--- src/rtl/id_ex_hazard_reg.sv ---
// ID/EX pipeline register with load-use bubble insertion, branch flush and dmem-busy freeze.
// Latency: 1 cycle ID->EX; stall_pc/stall_ifid/flush_ifid are combinational in the same cycle.
// Backpressure: dmem_busy freezes ID/EX and stalls the front end; HAZARD_PERF_EN adds perf counters.
`ifndef RS_WIDTH
`define RS_WIDTH 5
`endif

module id_ex_hazard_reg #(
    parameter int XLEN = 32,
    parameter int RS_W = `RS_WIDTH
) (
    input  logic            clk,
    input  logic            rst,
    input  logic            valid_id,
    input  logic [RS_W-1:0] rs1_id,
    input  logic [RS_W-1:0] rs2_id,
    input  logic [RS_W-1:0] rd_id,
    input  logic            use_rs1_id,
    input  logic            use_rs2_id,
    input  logic [XLEN-1:0] rs1_data_id,
    input  logic [XLEN-1:0] rs2_data_id,
    input  logic [XLEN-1:0] imm_id,
    input  logic [XLEN-1:0] pc_id,
    input  logic            regwrite_id,
    input  logic            memread_id,
    input  logic            memwrite_id,
    input  logic            memtoreg_id,
    input  logic            alusrc_id,
    input  logic [3:0]      aluop_id,
    input  logic            branch_taken_ex,
    input  logic            dmem_busy,
    output logic            stall_pc,
    output logic            stall_ifid,
    output logic            flush_ifid,
    output logic            valid_ex,
    output logic [RS_W-1:0] rs1_ex,
    output logic [RS_W-1:0] rs2_ex,
    output logic [RS_W-1:0] rd_ex,
    output logic [XLEN-1:0] rs1_data_ex,
    output logic [XLEN-1:0] rs2_data_ex,
    output logic [XLEN-1:0] imm_ex,
    output logic [XLEN-1:0] pc_ex,
    output logic            regwrite_ex,
    output logic            memread_ex,
    output logic            memwrite_ex,
    output logic            memtoreg_ex,
    output logic            alusrc_ex,
    output logic [3:0]      aluop_ex
`ifdef HAZARD_PERF_EN
    ,
    output logic [31:0]     loaduse_cnt,
    output logic [31:0]     flush_cnt
`endif
);

    typedef struct packed {
        logic            valid;
        logic [RS_W-1:0] rs1;
        logic [RS_W-1:0] rs2;
        logic [RS_W-1:0] rd;
        logic [XLEN-1:0] rs1_data;
        logic [XLEN-1:0] rs2_data;
        logic [XLEN-1:0] imm;
        logic [XLEN-1:0] pc;
        logic            regwrite;
        logic            memread;
        logic            memwrite;
        logic            memtoreg;
        logic            alusrc;
        logic [3:0]      aluop;
    } idex_t;

    typedef enum logic [1:0] {
        RUN    = 2'd0,
        BUBBLE = 2'd1,
        HOLD   = 2'd2
    } state_e;

    idex_t  ex_q, ex_d, id_pkt;
    state_e state_q, state_d;
    logic   lu, do_hold, do_flush, do_bubble;

    assign id_pkt = '{valid: valid_id, rs1: rs1_id, rs2: rs2_id, rd: rd_id,
                      rs1_data: rs1_data_id, rs2_data: rs2_data_id, imm: imm_id, pc: pc_id,
                      regwrite: regwrite_id, memread: memread_id, memwrite: memwrite_id,
                      memtoreg: memtoreg_id, alusrc: alusrc_id, aluop: aluop_id};

    // Load in EX whose destination is read by the instruction in ID; x0 never conflicts.
    assign lu = ex_q.valid && ex_q.memread && (ex_q.rd != '0) && valid_id &&
                ((use_rs1_id && (rs1_id == ex_q.rd)) || (use_rs2_id && (rs2_id == ex_q.rd)));

    assign do_hold   = dmem_busy;
    assign do_flush  = !dmem_busy && branch_taken_ex;
    assign do_bubble = !dmem_busy && !branch_taken_ex && lu;

    assign stall_pc   = rst && (do_hold || do_bubble);
    assign stall_ifid = rst && (do_hold || do_bubble);
    assign flush_ifid = rst && do_flush;

    always_comb begin
        ex_d = ex_q;
        if (do_hold) begin
            ex_d = ex_q;
        end else if (do_flush || do_bubble) begin
            ex_d = '0;
        end else begin
            ex_d = id_pkt;
        end
    end

    // State only tracks what happened; the datapath never looks at it.
    always_comb begin
        state_d = RUN;
        if (dmem_busy) begin
            state_d = HOLD;
        end else if (do_bubble) begin
            state_d = BUBBLE;
        end
    end

    always_ff @(posedge clk or negedge rst) begin
        if (!rst) begin
            ex_q    <= '0;
            state_q <= RUN;
        end else begin
            ex_q    <= ex_d;
            state_q <= state_d;
        end
    end

    assign valid_ex    = ex_q.valid;
    assign rs1_ex      = ex_q.rs1;
    assign rs2_ex      = ex_q.rs2;
    assign rd_ex       = ex_q.rd;
    assign rs1_data_ex = ex_q.rs1_data;
    assign rs2_data_ex = ex_q.rs2_data;
    assign imm_ex      = ex_q.imm;
    assign pc_ex       = ex_q.pc;
    assign regwrite_ex = ex_q.regwrite;
    assign memread_ex  = ex_q.memread;
    assign memwrite_ex = ex_q.memwrite;
    assign memtoreg_ex = ex_q.memtoreg;
    assign alusrc_ex   = ex_q.alusrc;
    assign aluop_ex    = ex_q.aluop;

`ifdef HAZARD_PERF_EN
    logic [31:0] loaduse_cnt_q, loaduse_cnt_d;
    logic [31:0] flush_cnt_q, flush_cnt_d;

    // Saturating; busy cycles never reach the increment because do_bubble/do_flush exclude them.
    always_comb begin
        loaduse_cnt_d = loaduse_cnt_q;
        flush_cnt_d   = flush_cnt_q;
        if (do_bubble && (loaduse_cnt_q != 32'hFFFF_FFFF)) begin
            loaduse_cnt_d = loaduse_cnt_q + 32'd1;
        end
        if (do_flush && (flush_cnt_q != 32'hFFFF_FFFF)) begin
            flush_cnt_d = flush_cnt_q + 32'd1;
        end
    end

    always_ff @(posedge clk or negedge rst) begin
        if (!rst) begin
            loaduse_cnt_q <= '0;
            flush_cnt_q   <= '0;
        end else begin
            loaduse_cnt_q <= loaduse_cnt_d;
            flush_cnt_q   <= flush_cnt_d;
        end
    end

    assign loaduse_cnt = loaduse_cnt_q;
    assign flush_cnt   = flush_cnt_q;
`endif

endmodule

--- config.mk ---
export PLATFORM = sky130hd
export DESIGN_NAME = id_ex_hazard_reg
export DESIGN_NICKNAME = d
export VERILOG_FILES = /design/src/rtl/id_ex_hazard_reg.sv
export SDC_FILE = /design/constraint.sdc
export NUM_CORES = 1
export LEC_CHECK = 0
export CORE_MARGIN = 2
export CORE_UTILIZATION = 47
export CTS_BUF_LIST = sky130_fd_sc_hd__clkbuf_8
export CTS_CLUSTER_SIZE = 12
export DETAILED_ROUTE_END_ITERATION = 7
export PLACE_DENSITY = 0.88
export REMOVE_ABC_BUFFERS = 1
export SLEW_MARGIN = 40
export SYNTH_ARGS = -nofsm -noshare
export SYNTH_HDL_FRONTEND = slang
export SYNTH_SLANG_ARGS = --single-unit
--- constraint.sdc ---
create_clock -name clk -period 4.2 [get_ports clk]
set_clock_uncertainty 0.05 [all_clocks]
set_input_delay 0.84 -clock clk [delete_from_list [all_inputs] [get_ports clk]]
set_output_delay 0.84 -clock clk [all_outputs]
set_load 0.02 [all_outputs]
==> results.yml <==
power:
  netSwitchingPower_uw: 1253
  p_leak_uw: 0.004018
  p_sw_frac: 0.3106
  pwr-share-clk: 0.281
  fin_total_pwr_uw: 4035
  peakVddDrop_mv: 0.2723
  p_comb_frac: 0.283
  pwr-share-seq: 0.436
  power_density_nw_per_um2: 381.4
  p_int_uw: 2782
synthesis:
  synthAdderAreaFrac: 0
  synthXorXnorAreaFrac: 0.01234
  synthSimpleGateAreaFrac: 0.08780
  synth_cells: 719
  synth_warnings: 0
  synth-compound-area-share: 0.3015
  ys_ff_latch: 153
  syn_area_um2: 7097
  synthMuxAreaShare: 0
  ys_types: 20
  syn_area_per_cell_um2: 9.870
  yosysSeqAreaShare: 0.5395
  synth_top_family_by_area: "compound AO/OA/AOI/OAI gates"
timing:
  maxSlewHeadroom: 0.4382
  max_freq_mhz: 271.0
  tightest_slew_ns: 0.8428
  rsz0062_at_grt: "false"
  setup_viol: 0
  hold_viol: 0
  period_minus_slack_ns: 3.689
  setup-tns-final_ns: 0
  min_period_over_period: 0.8784
  slew_violations: 0
drt:
  vias: 7082
  detail-route-antenna-nets: 0
  drc: 0
  firstDrtPassIters: 6
  viasPerCell: 6.027
  drtIter0Drc: 740
  wirelength_um: 22670
  wl_per_cell_um: 19.30
global_routing:
  antenna_found_initial: 0
  grt_pass1_vias: 6768
  track_usage: 0.2769
  grt_pass1_wl_um: 35870
  overflow: 0
  grt_start_max_net_pins: 119
placed_design:
  io_buffers: 314
  gp_congestion: 0.8013
  hpwl_um: 14670
worst_setup_path:
  r2r_start: "rd_ex[1]$_DFFE_PN0N_"
  startpoint_type: "input port"
  critPathRequiredTime_ns: 3.31
  crit_end: "stall_pc"
  critPathLaunch: "rs1_id[4]"
  arrival_ns: 2.80
  cp_max_fo: 3
  critical_path.endpoint_type: "output port"
  worstReg2RegEnd: "rs2_data_ex[10]$_DFFE_PN0N_"
  critPathKind: "in2out"
  r2r_cells: 6
  ff2ff_setup_slack_ns: 1.15
floorplanning:
  rows: 44
  ios: 315
  die_y_um: 126.9
  initial_core_util: 0.4846
  coreArea_um2: 14640
  dieArea_um2: 16100
  die_width_um: 126.9
clock_tree:
  clock_latency_ns: 0.44
  cts_made_buffers: 17
  htree_levels: 4
  cts_tree: "done"
  path_clk_slew_ns: 0.08
  cts.sink_count: 153
  clockRootBuffer: "clkbuf_8"
  post_cts_buffers: 0
  cts_max_path_buffers: 2
  postCtsHoldBufs: 0
  cts_resized: 0
cells_and_area:
  multi_input_area_um2: 2874
  regArea_um2: 3829
  area_delta_synth_final_pct: 49.10
  finalNetCount: 1138
  final_common_cell: "clkdlybuf4s50_1"
  nFillCells: 1071
  layout-drive-gt1-share: 0.04440
  diodes: 0
  mostFrequentLayoutCells: "clkdlybuf4s50_1 (312), nand2_1 (155), a32oi_1 (153), dfrtp_1 (153), o21ai_0 (93)"
run:
  drv_cap: 0
status:
  status: "finished clean"
min_path:
  hp-class: "in2async"
-- sequential cells by signal (all words and copies together), names as in the netlist --
register,count
aluop_ex,4
alusrc_ex,1
imm_ex,32
memread_ex,1
memtoreg_ex,1
memwrite_ex,1
pc_ex,32
rd_ex,5
regwrite_ex,1
rs1_data_ex,32
rs1_ex,5
rs2_data_ex,32
rs2_ex,5
valid_ex,1
-- kinds of logic after synthesis --
family / after synthesis
flops: 153
compound gates: 309
simple gates: 162
buf+inv: 85
xor+xnor: 10
-- power groups by stage --
stage               Combinational (µW)  Sequential (µW)  Clock, µW
CTS                               1140             1760       1160
floorplan                          277             1990          0
global placement                  1120             1780          0
detailed placement                1140             1780          0
global route                      1220             1780       1220
finish                            1140             1760       1140
-- worst max-delay path, cell delays in order --
cell	delay [ns]
clkdlybuf4s50_1	0.51
xnor2_1	0.14
nand4_1	0.20
o22ai_4	0.25
a22o_1	0.22
clkdlybuf4s50_1	0.63
-- area by class of cell --
cell class | instances | area share
well taps | 184 | 0.02176
multi-input cells | 481 | 0.2716
clock inverters | 14 | 0.01514
flip-flops and latches | 153 | 0.3618
repair buffers | 325 | 0.3072
clock buffers | 17 | 0.02211
inverters | 1 | 0.0003547
-- layer usage --
layer,global-route usage,part of all wire,up-vias
li1,-,-,3251
met1,0.3511,0.39,3459
met2,0.4443,0.49,328
met3,0.08351,0.091,44
met4,0.1157,0.028,0
met5,0,0,-
-- Yosys cell counts --
cell type	n	area (µm²)
nand2_1	155	581.8
a32oi_1	153	1340
dfrtp_1	153	3829
o21ai_0	93	465.5
clkbuf_1	60	225.2
o21ai_1	60	300.3
buf_2	10	50.05
xnor2_1	10	87.58
buf_8	7	105.1
buf_1	5	18.77
buf_4	2	15.01
nand4_1	2	12.51
nor2_1	2	7.510
a22o_1	1	8.760
and3_1	1	6.260
inv_1	1	3.750
nor3b_1	1	7.510
o211ai_2	1	12.51
o22ai_2	1	12.51
or4_1	1	7.510
-- metrics by stage --
| step | cell area (µm²) | utilization | setup WS, ns | hold slack (ns) | cells |
|---|---|---|---|---|---|
| final | 10580 | 0.7226 | 0.5106 | 0.1573 | 1175 |
| after CTS | 10570 | 0.7218 | 0.4763 | 0.1178 | 1175 |
| after floorplan | 6683 | - | -16.76 | 0.4944 | 635 |
| after global routing | 10580 | 0.7226 | 0.4279 | 0.1334 | 1175 |
| after detailed placement | 10180 | 0.6949 | 0.5040 | 0.4272 | 1144 |
| after global placement | 10160 | 0.6939 | 0.4904 | 0.4177 | 1144 |
-- worst min-delay path by stage --
stage | to | slack, ns
after floorplan | aluop_ex[0]$_DFFE_PN0N_ | 0.49
after global placement | pc_ex[31]$_DFFE_PN0N_ | 0.42
after detailed placement | pc_ex[21]$_DFFE_PN0N_ | 0.43
after CTS | memread_ex$_DFFE_PN0N_ | 0.12
after global routing | valid_ex$_DFFE_PN0N_ | 0.13
final | valid_ex$_DFFE_PN0N_ | 0.16
(Power assumes the default switching activity.)
